File: config.mk
export PLATFORM = sky130hd
export DESIGN_NAME = multicycle_controller
export DESIGN_NICKNAME = d
export VERILOG_FILES = /design/src/rtl/multicycle_controller_pkg.sv /design/src/rtl/multicycle_controller_branch_cond.sv /design/src/rtl/multicycle_controller.sv
export SDC_FILE = /design/constraint.sdc
export NUM_CORES = 1
export LEC_CHECK = 0
export ABC_AREA = 0
export CAP_MARGIN = 20
export CORE_ASPECT_RATIO = 1.1
export CORE_MARGIN = 10
export CORE_UTILIZATION = 25
export CTS_CLUSTER_SIZE = 16
export DETAILED_ROUTE_END_ITERATION = 6
export REMOVE_ABC_BUFFERS = 1
export SYNTH_ARGS = -nofsm -noshare
export SYNTH_HDL_FRONTEND = slang
export SYNTH_HIERARCHICAL = 1
export SYNTH_SLANG_ARGS = --single-unit
File: constraint.sdc
create_clock -name clk -period 1.63 [get_ports clk]
set_clock_uncertainty 0.15 [all_clocks]
set_input_delay 0.326 -clock clk [delete_from_list [all_inputs] [get_ports clk]]
set_output_delay 0.326 -clock clk [all_outputs]
set_load 0.005 [all_outputs]
File: src/rtl/multicycle_controller_pkg.sv
// Shared definitions for the multi-cycle RV32I controller: FSM states,
// opcode constants, datapath select encodings and the control word layout.
package multicycle_controller_pkg;

   typedef enum logic [3:0] {
      S_FETCH     = 4'd0,
      S_DECODE    = 4'd1,
      S_MEM_ADDR  = 4'd2,
      S_MEM_READ  = 4'd3,
      S_MEM_WB    = 4'd4,
      S_MEM_WRITE = 4'd5,
      S_EXEC_R    = 4'd6,
      S_EXEC_I    = 4'd7,
      S_LUI       = 4'd8,
      S_ALU_WB    = 4'd9,
      S_BRANCH    = 4'd10,
      S_JAL       = 4'd11,
      S_JALR_ADDR = 4'd12,
      S_JALR_JUMP = 4'd13,
      S_ERROR     = 4'd15
   } state_e;

   localparam logic [6:0] OPC_LOAD   = 7'b0000011;
   localparam logic [6:0] OPC_STORE  = 7'b0100011;
   localparam logic [6:0] OPC_RTYPE  = 7'b0110011;
   localparam logic [6:0] OPC_ITYPE  = 7'b0010011;
   localparam logic [6:0] OPC_BRANCH = 7'b1100011;
   localparam logic [6:0] OPC_JAL    = 7'b1101111;
   localparam logic [6:0] OPC_JALR   = 7'b1100111;
   localparam logic [6:0] OPC_LUI    = 7'b0110111;

   localparam logic [1:0] SRC_A_PC    = 2'b00;
   localparam logic [1:0] SRC_A_OLDPC = 2'b01;
   localparam logic [1:0] SRC_A_RS1   = 2'b10;
   localparam logic [1:0] SRC_A_ZERO  = 2'b11;

   localparam logic [1:0] SRC_B_RS2   = 2'b00;
   localparam logic [1:0] SRC_B_IMM   = 2'b01;
   localparam logic [1:0] SRC_B_FOUR  = 2'b10;

   localparam logic [1:0] ALU_OP_ADD  = 2'b00;
   localparam logic [1:0] ALU_OP_SUB  = 2'b01;
   localparam logic [1:0] ALU_OP_R    = 2'b10;
   localparam logic [1:0] ALU_OP_I    = 2'b11;

   localparam logic [2:0] IMM_I = 3'b000;
   localparam logic [2:0] IMM_S = 3'b001;
   localparam logic [2:0] IMM_B = 3'b010;
   localparam logic [2:0] IMM_U = 3'b011;
   localparam logic [2:0] IMM_J = 3'b100;

   localparam logic [1:0] RES_ALUOUT = 2'b00;
   localparam logic [1:0] RES_MEM    = 2'b01;
   localparam logic [1:0] RES_ALU    = 2'b10;

   // One bundle of every control output except bus_err.
   typedef struct packed {
      logic       mem_req;
      logic       mem_we;
      logic       adr_src;
      logic       ir_write;
      logic       pc_write;
      logic       reg_write;
      logic [1:0] alu_src_a;
      logic [1:0] alu_src_b;
      logic [1:0] alu_op;
      logic [2:0] imm_src;
      logic [1:0] result_src;
   } ctrl_t;

   // States that hold a memory request open and are watched by the watchdog.
   function automatic logic is_req_state(input state_e s);
      return (s == S_FETCH) || (s == S_MEM_READ) || (s == S_MEM_WRITE);
   endfunction

endpackage

File: src/rtl/multicycle_controller_branch_cond.sv
// Branch condition evaluation from funct3 and the ALU flags of RS1-RS2.
// Unsigned compares and reserved funct3 values resolve to not-taken.
module branch_cond
   import multicycle_controller_pkg::*;
(
   input  logic [2:0] f3,
   input  logic       zero,
   input  logic       neg,
   output logic       taken
);

   // Pure decode of funct3 against the subtract flags.
   always_comb begin
      taken = 1'b0;
      case (f3)
         3'b000:  taken = zero;   // BEQ
         3'b001:  taken = ~zero;  // BNE
         3'b100:  taken = neg;    // BLT
         3'b101:  taken = ~neg;   // BGE
         default: taken = 1'b0;
      endcase
   end

endmodule

File: src/rtl/multicycle_controller.sv
// Multi-cycle RV32I main controller: Moore FSM over a shared ALU and one
// unified memory port with a req/ready handshake, plus a memory watchdog.
// Optional build macro ILLEGAL_TRAP_EN: unknown opcodes trap to ERROR
// instead of retiring as a NOP.
//
// Handshake: mem_req is held with a stable address and mem_we until the
// cycle in which mem_ready is 1; that cycle completes the transfer and the
// FSM advances on the next edge. mem_ready while mem_req is 0 is ignored.
module multicycle_controller
   import multicycle_controller_pkg::*;
#(
   parameter int MEM_TIMEOUT = 16,
   parameter int CNT_W       = 5
) (
   input  logic       clk,
   input  logic       rst,
   input  logic [6:0] opc,
   input  logic [2:0] f3,
   input  logic       zero,
   input  logic       neg,
   input  logic       mem_ready,
   output logic       mem_req,
   output logic       mem_we,
   output logic       adr_src,
   output logic       ir_write,
   output logic       pc_write,
   output logic       reg_write,
   output logic [1:0] alu_src_a,
   output logic [1:0] alu_src_b,
   output logic [1:0] alu_op,
   output logic [2:0] imm_src,
   output logic [1:0] result_src,
   output logic       bus_err,
   output logic [3:0] state_dbg
);

   localparam logic [CNT_W-1:0] WD_LAST = CNT_W'((MEM_TIMEOUT > 0) ? MEM_TIMEOUT - 1 : 0);

   state_e           state;
   logic [CNT_W-1:0] wd_cnt;
   logic             err_q;
   logic             taken;
   logic             in_req;
   logic             wd_expire;
   ctrl_t            ctrl;

   branch_cond u_branch_cond (
      .f3    (f3),
      .zero  (zero),
      .neg   (neg),
      .taken (taken)
   );

   assign in_req    = is_req_state(state);
   // Ready arriving on the last allowed cycle still completes the transfer.
   assign wd_expire = (MEM_TIMEOUT != 0) && in_req && !mem_ready && (wd_cnt == WD_LAST);

   // State sequencing, watchdog counter and sticky error flag.
   always_ff @(posedge clk) begin
      if (rst) begin
         state  <= S_FETCH;
         wd_cnt <= '0;
         err_q  <= 1'b0;
      end else begin
         if (in_req && !mem_ready) wd_cnt <= wd_cnt + CNT_W'(1);
         else                      wd_cnt <= '0;

         if (wd_expire) begin
            state  <= S_ERROR;
            err_q  <= 1'b1;
            wd_cnt <= '0;
         end else begin
            case (state)
               S_FETCH:     if (mem_ready) state <= S_DECODE;
               S_DECODE: begin
                  case (opc)
                     OPC_LOAD, OPC_STORE: state <= S_MEM_ADDR;
                     OPC_RTYPE:           state <= S_EXEC_R;
                     OPC_ITYPE:           state <= S_EXEC_I;
                     OPC_BRANCH:          state <= S_BRANCH;
                     OPC_JAL:             state <= S_JAL;
                     OPC_JALR:            state <= S_JALR_ADDR;
                     OPC_LUI:             state <= S_LUI;
                     default: begin
`ifdef ILLEGAL_TRAP_EN
                        state <= S_ERROR;
                        err_q <= 1'b1;
`else
                        // PC was already advanced in FETCH, so this retires as a NOP.
                        state <= S_FETCH;
`endif
                     end
                  endcase
               end
               S_MEM_ADDR:  state <= (opc == OPC_STORE) ? S_MEM_WRITE : S_MEM_READ;
               S_MEM_READ:  if (mem_ready) state <= S_MEM_WB;
               S_MEM_WB:    state <= S_FETCH;
               S_MEM_WRITE: if (mem_ready) state <= S_FETCH;
               S_EXEC_R, S_EXEC_I, S_LUI, S_JAL, S_JALR_JUMP: state <= S_ALU_WB;
               S_ALU_WB:    state <= S_FETCH;
               S_BRANCH:    state <= S_FETCH;
               S_JALR_ADDR: state <= S_JALR_JUMP;
               S_ERROR:     state <= S_ERROR;
               default:     state <= S_FETCH;
            endcase
         end
      end
   end

   // Moore output decode; only FETCH write enables and BRANCH pc_write look at inputs.
   always_comb begin
      ctrl = '0;
      if (!rst) begin
         case (state)
            S_FETCH: begin
               ctrl.mem_req    = 1'b1;
               ctrl.alu_src_a  = SRC_A_PC;
               ctrl.alu_src_b  = SRC_B_FOUR;
               ctrl.result_src = RES_ALU;
               ctrl.ir_write   = mem_ready;
               ctrl.pc_write   = mem_ready;
            end
            S_DECODE: begin
               ctrl.alu_src_a = SRC_A_OLDPC;
               ctrl.alu_src_b = SRC_B_IMM;
               ctrl.imm_src   = (opc == OPC_JAL) ? IMM_J : IMM_B;
            end
            S_MEM_ADDR: begin
               ctrl.alu_src_a = SRC_A_RS1;
               ctrl.alu_src_b = SRC_B_IMM;
               ctrl.imm_src   = (opc == OPC_STORE) ? IMM_S : IMM_I;
            end
            S_MEM_READ: begin
               ctrl.mem_req = 1'b1;
               ctrl.adr_src = 1'b1;
            end
            S_MEM_WB: begin
               ctrl.reg_write  = 1'b1;
               ctrl.result_src = RES_MEM;
            end
            S_MEM_WRITE: begin
               ctrl.mem_req = 1'b1;
               ctrl.mem_we  = 1'b1;
               ctrl.adr_src = 1'b1;
            end
            S_EXEC_R: begin
               ctrl.alu_src_a = SRC_A_RS1;
               ctrl.alu_src_b = SRC_B_RS2;
               ctrl.alu_op    = ALU_OP_R;
            end
            S_EXEC_I: begin
               ctrl.alu_src_a = SRC_A_RS1;
               ctrl.alu_src_b = SRC_B_IMM;
               ctrl.alu_op    = ALU_OP_I;
               ctrl.imm_src   = IMM_I;
            end
            S_LUI: begin
               ctrl.alu_src_a = SRC_A_ZERO;
               ctrl.alu_src_b = SRC_B_IMM;
               ctrl.imm_src   = IMM_U;
            end
            S_ALU_WB: begin
               ctrl.reg_write  = 1'b1;
               ctrl.result_src = RES_ALUOUT;
            end
            S_BRANCH: begin
               ctrl.alu_src_a  = SRC_A_RS1;
               ctrl.alu_src_b  = SRC_B_RS2;
               ctrl.alu_op     = ALU_OP_SUB;
               ctrl.result_src = RES_ALUOUT;
               ctrl.pc_write   = taken;
            end
            S_JAL, S_JALR_JUMP: begin
               // ALUOut holds the target; the ALU forms OldPC+4 for ALU_WB.
               ctrl.alu_src_a  = SRC_A_OLDPC;
               ctrl.alu_src_b  = SRC_B_FOUR;
               ctrl.result_src = RES_ALUOUT;
               ctrl.pc_write   = 1'b1;
            end
            S_JALR_ADDR: begin
               ctrl.alu_src_a = SRC_A_RS1;
               ctrl.alu_src_b = SRC_B_IMM;
               ctrl.imm_src   = IMM_I;
            end
            default: ctrl = '0;
         endcase
      end
   end

   assign mem_req    = ctrl.mem_req;
   assign mem_we     = ctrl.mem_we;
   assign adr_src    = ctrl.adr_src;
   assign ir_write   = ctrl.ir_write;
   assign pc_write   = ctrl.pc_write;
   assign reg_write  = ctrl.reg_write;
   assign alu_src_a  = ctrl.alu_src_a;
   assign alu_src_b  = ctrl.alu_src_b;
   assign alu_op     = ctrl.alu_op;
   assign imm_src    = ctrl.imm_src;
   assign result_src = ctrl.result_src;
   assign bus_err    = err_q & ~rst;
   assign state_dbg  = state;

endmodule

==> summary.md, run 1 <==
| Metric | Value |
|---|---|
| WL met3 | `306 microns` |
| Crit path max fanout | `4` |
| Max_cap viols | `0` |
| Placed Area | `1800 sq um` |
| GRT Util Overall | `11.6%` |
| YS warnings | `6` |
| Starting Density | `25.5%` |
| Ant diodes | `0` |
| Multi-input logic area | `1120 sq um` |
| Final hold violation count | `0` |
| Post-synthesis mux area share | `4.97%` |
| Critical Path RT | `1150 ps` |
| Hold path depth | `2` |
| # rows | `25` |
| Fin area | `2320 sq um` |
| Die Y | `89.0 microns` |
| Ranking of synthesized cells by area | `dfxtp_1, nor2_1, a21oi_1, o21ai_0, nand2b_1` |
| # clock sinks | `10` |
| Tot Pwr | `1560 uW` |
| Top cell type's share of synthesized area | `18.5%` |
| Peak VDD IR | `0.000352 V` |
| Synth cell count leaders | `nor2_1, a21oi_1, o21ai_0` |
| Final period utilization | `121%` |
| Failing checks | `negative setup slack` |
| Reg2reg end | `wd_cnt[3]` |
| Ports | `37` |
| DR vias/cell | `4.96` |
| Fin cells | `307` |
| Hold_sp | `err_q` |
| Die area | `7370 sq um` |
| Antenna-violating nets left | `0` |
| Core Region | `4250 sq um` |
| Worst reg-to-reg setup slack | `-330 ps` |
| Port Buffers | `36` |
| Slew @ Worst Pin | `362 ps` |
| Inserted Clock Buffers | `3` |
| WL final | `4.41 mm` |
| Vias in the first global route | `1573` |
| Compound-Gate Fraction of Synth Area | `21.8%` |
| Pin count of the biggest net entering global routing | `23` |
| Layout cells sized above 1 | `59.3%` |
| Detailed placer's ending HPWL | `2.87 mm` |
| Startpoint types | `register` |
| Initial antenna violation count | `0` |
| Post-synth EDFFs | `0` |
| Final setup margin | `-338 ps` |
| Post-synthesis simple-gate area fraction | `42.1%` |
| Congestion Overflow GR | `0` |
| Hold Path Class | `reg -> reg` |
| Inst Count DP | `285` |
| Leakage | `0.00101 uW` |
| Worst setup path category | `reg -> out` |
| RSZ-0062 raised after global routing | `yes` |
| Synth Area per Inst | `6.69 sq um` |
| CTS tree | `yes` |
| WHS | `322 ps` |
| Slew Limit Headroom | `75.8%` |
| Synth async-reset ratio | `0%` |
| Chip width | `82.8 microns` |
| Sequential Area | `218 sq um` |
| Met2 wire len | `2.25 mm` |
| Initial DRC Count | `34` |
| WL/cell | `14.4 microns` |
| CTS root buffer | `clkbuf_8` |
| Reg2reg start | `state_dbg[2]` |
| First-pass GRT wire length | `6.95 mm` |
| WP data arrival | `1490 ps` |
| Status | `finished, violations left` |
| Drt pass-1 iters | `4` |
| DRC | `0` |
| Layout area overhead | `114%` |
| Top Metal Used | `met4` |
| Final setup violation count | `25` |
| Hold-fix buffers, CTS | `0` |
| Post-synth top flop | `dfxtp_1` |
| Main combinational cell family by area after synthesis | `simple AND/OR/NAND/NOR gates` |
| Xor/xnor share of the synthesized area | `4.04%` |
| Register area share after synthesis | `18.5%` |
| Synth area leader | `dfxtp_1` |
| Slew Viols, Final | `0` |
| # H-tree levels | `1` |
| Placer Congestion | `0.851` |
| Post-synthesis cell area | `1080 sq um` |
| Layout Nets | `271` |
| Worst Reg-to-Reg Cells | `7` |
| Cell variety after synth | `41` |
| Pwr dens | `670 nW/um^2` |
| Crit end category | `output pin` |
| Syn Inst Count | `162` |
| Fill cells | `389` |
| CTS clk-pin slew, worst paths | `50 ps` |
| Max frequency | `508 MHz` |
| Hold EP | `err_q` |
| Count leader, synth | `nor2_1` |
| Routed length on met1 | `1.73 mm` |
| Clk buf depth | `2` |
| Clock latency on the worst-skew pair | `240 ps` |
| Post-route minimum period | `1970 ps` |
| Seq cells post-synth | `10` |
| Vias | `1522` |
| Post-Synth Adder-Cell Area | `2.31%` |
==> where the power goes <==
part           switching (uW)  internal, uW  leakage, uW
logic                     424           527     0.000893
clock network             100           212    0.0000288
registers                26.1           265    0.0000850
==> critical path, cell delays in order (launching register included) <==
cell	delay, ps
dfxtp_4	360
buf_6	130
or3_4	360
a21oi_2	140
a31oi_1	60
nor2_1	90
buf_2	120
==> per-stage QoR <==
stage / setup TNS (ps) / util, % / setup slack, ps
2_1_floorplan: -5130 / - / -467
3_3_place_gp: -15920 / 42.3 / -1110
3_5_place_dp: -15810 / 42.3 / -1100
4_1_cts: -6540 / 48.3 / -403
5_1_grt: -7330 / 54.5 / -428
6_report: -5720 / 54.5 / -338
==> cell usage in the layout, fill, tap and decap left out, types with 3 or more instances in the layout <==
| cell | synthesis | final |
|---|---|---|
| buf_4 | 0 | 39 |
| buf_6 | 0 | 24 |
| buf_2 | 3 | 19 |
| nor2_1 | 26 | 13 |
| a21oi_1 | 13 | 11 |
| nor2_2 | 0 | 9 |
| o21ai_0 | 13 | 9 |
| nand2_1 | 7 | 6 |
| inv_1 | 5 | 5 |
| nand3_1 | 6 | 5 |
| nand2b_1 | 9 | 5 |
| clkdlybuf4s15_1 | 0 | 5 |
| dlygate4sd2_1 | 0 | 5 |
| nand2b_4 | 0 | 4 |
| nor2_4 | 0 | 4 |
| o21ai_1 | 0 | 4 |
| a31oi_1 | 5 | 4 |
| nor2b_1 | 7 | 4 |
| clkbuf_8 | 0 | 4 |
| dfxtp_1 | 10 | 4 |
| dfxtp_4 | 0 | 4 |
| nor3_2 | 1 | 3 |
| nor3_4 | 0 | 3 |
| nor2b_4 | 0 | 3 |
| or3_4 | 2 | 3 |
==> metal layers <==
layer / track usage [%] / vias to the layer above
met2: 20.2 / 43
met3: 3.72 / 12
met5: 0 / -
met4: 6.24 / 0
met1: 11.9 / 707
li1: - / 760
==> repair_timing <==
item | in CTS | in global routing
pin swaps | 20 | 18
cloned | 0 | 1
setup endpoints to repair | 31 | 30
gates resized for setup | 153 | 61
buffers inserted | 7 | 12
==> cell families after synthesis <==
logic type                 Yosys count
muxes                                5
buffers and inverters               17
AOI/OAI and AO/OA                   40
adders and majority gates            2
DFF                                 10
xor gates and xnor gates             5
and+or+nand+nor                     83
==> flip-flops by register name, indices dropped and copies added (netlist names) <==
| register | cells |
|---|---|
| wd_cnt | 5 |
| state_dbg | 4 |
| err_q | 1 |
==> cell type report <==
cell class / count / area share, %
multi-input combinational: 135 / 48.1
timing repair buffer: 99 / 36.4
sequential: 10 / 9.39
tap: 54 / 2.91
clock buffer: 4 / 2.37
inverter: 5 / 0.809
==> worst max path at each step <==
stage	slack (ps)	from	depth (start not counted)	end
2_1_floorplan	-470	state_dbg[1]	4	imm_src[0]
3_3_place_gp	-1110	opc[4]	7	imm_src[1]
3_5_place_dp	-1100	opc[4]	7	imm_src[1]
4_1_cts	-400	state_dbg[1]	5	imm_src[0]
5_1_grt	-430	state_dbg[0]	6	alu_src_b[1]
6_report	-340	state_dbg[2]	6	alu_src_b[1]
Note: power is estimated with default switching activity, not from simulation.
==> run 2, diff against run 1 <==
--- a/config.mk
+++ b/config.mk
@@ -6,7 +6,7 @@
 export NUM_CORES = 1
 export LEC_CHECK = 0
 export ABC_AREA = 0
-export CAP_MARGIN = 20
+export CAP_MARGIN = 30
 export CORE_ASPECT_RATIO = 1.1
 export CORE_MARGIN = 10
 export CORE_UTILIZATION = 25
==> results of run 2 <==
No change in the layout: final DEF, timing and power equal those of run 1.
==> run 3, diff against run 2 <==
--- a/config.mk
+++ b/config.mk
@@ -6,13 +6,13 @@
 export NUM_CORES = 1
 export LEC_CHECK = 0
 export ABC_AREA = 0
-export CAP_MARGIN = 30
 export CORE_ASPECT_RATIO = 1.1
 export CORE_MARGIN = 10
 export CORE_UTILIZATION = 25
 export CTS_CLUSTER_SIZE = 16
 export DETAILED_ROUTE_END_ITERATION = 6
 export REMOVE_ABC_BUFFERS = 1
+export SLEW_MARGIN = 20
 export SYNTH_ARGS = -nofsm -noshare
 export SYNTH_HDL_FRONTEND = slang
 export SYNTH_HIERARCHICAL = 1
==> results of run 3 <==
No change in the layout: final DEF, timing and power equal those of run 1.
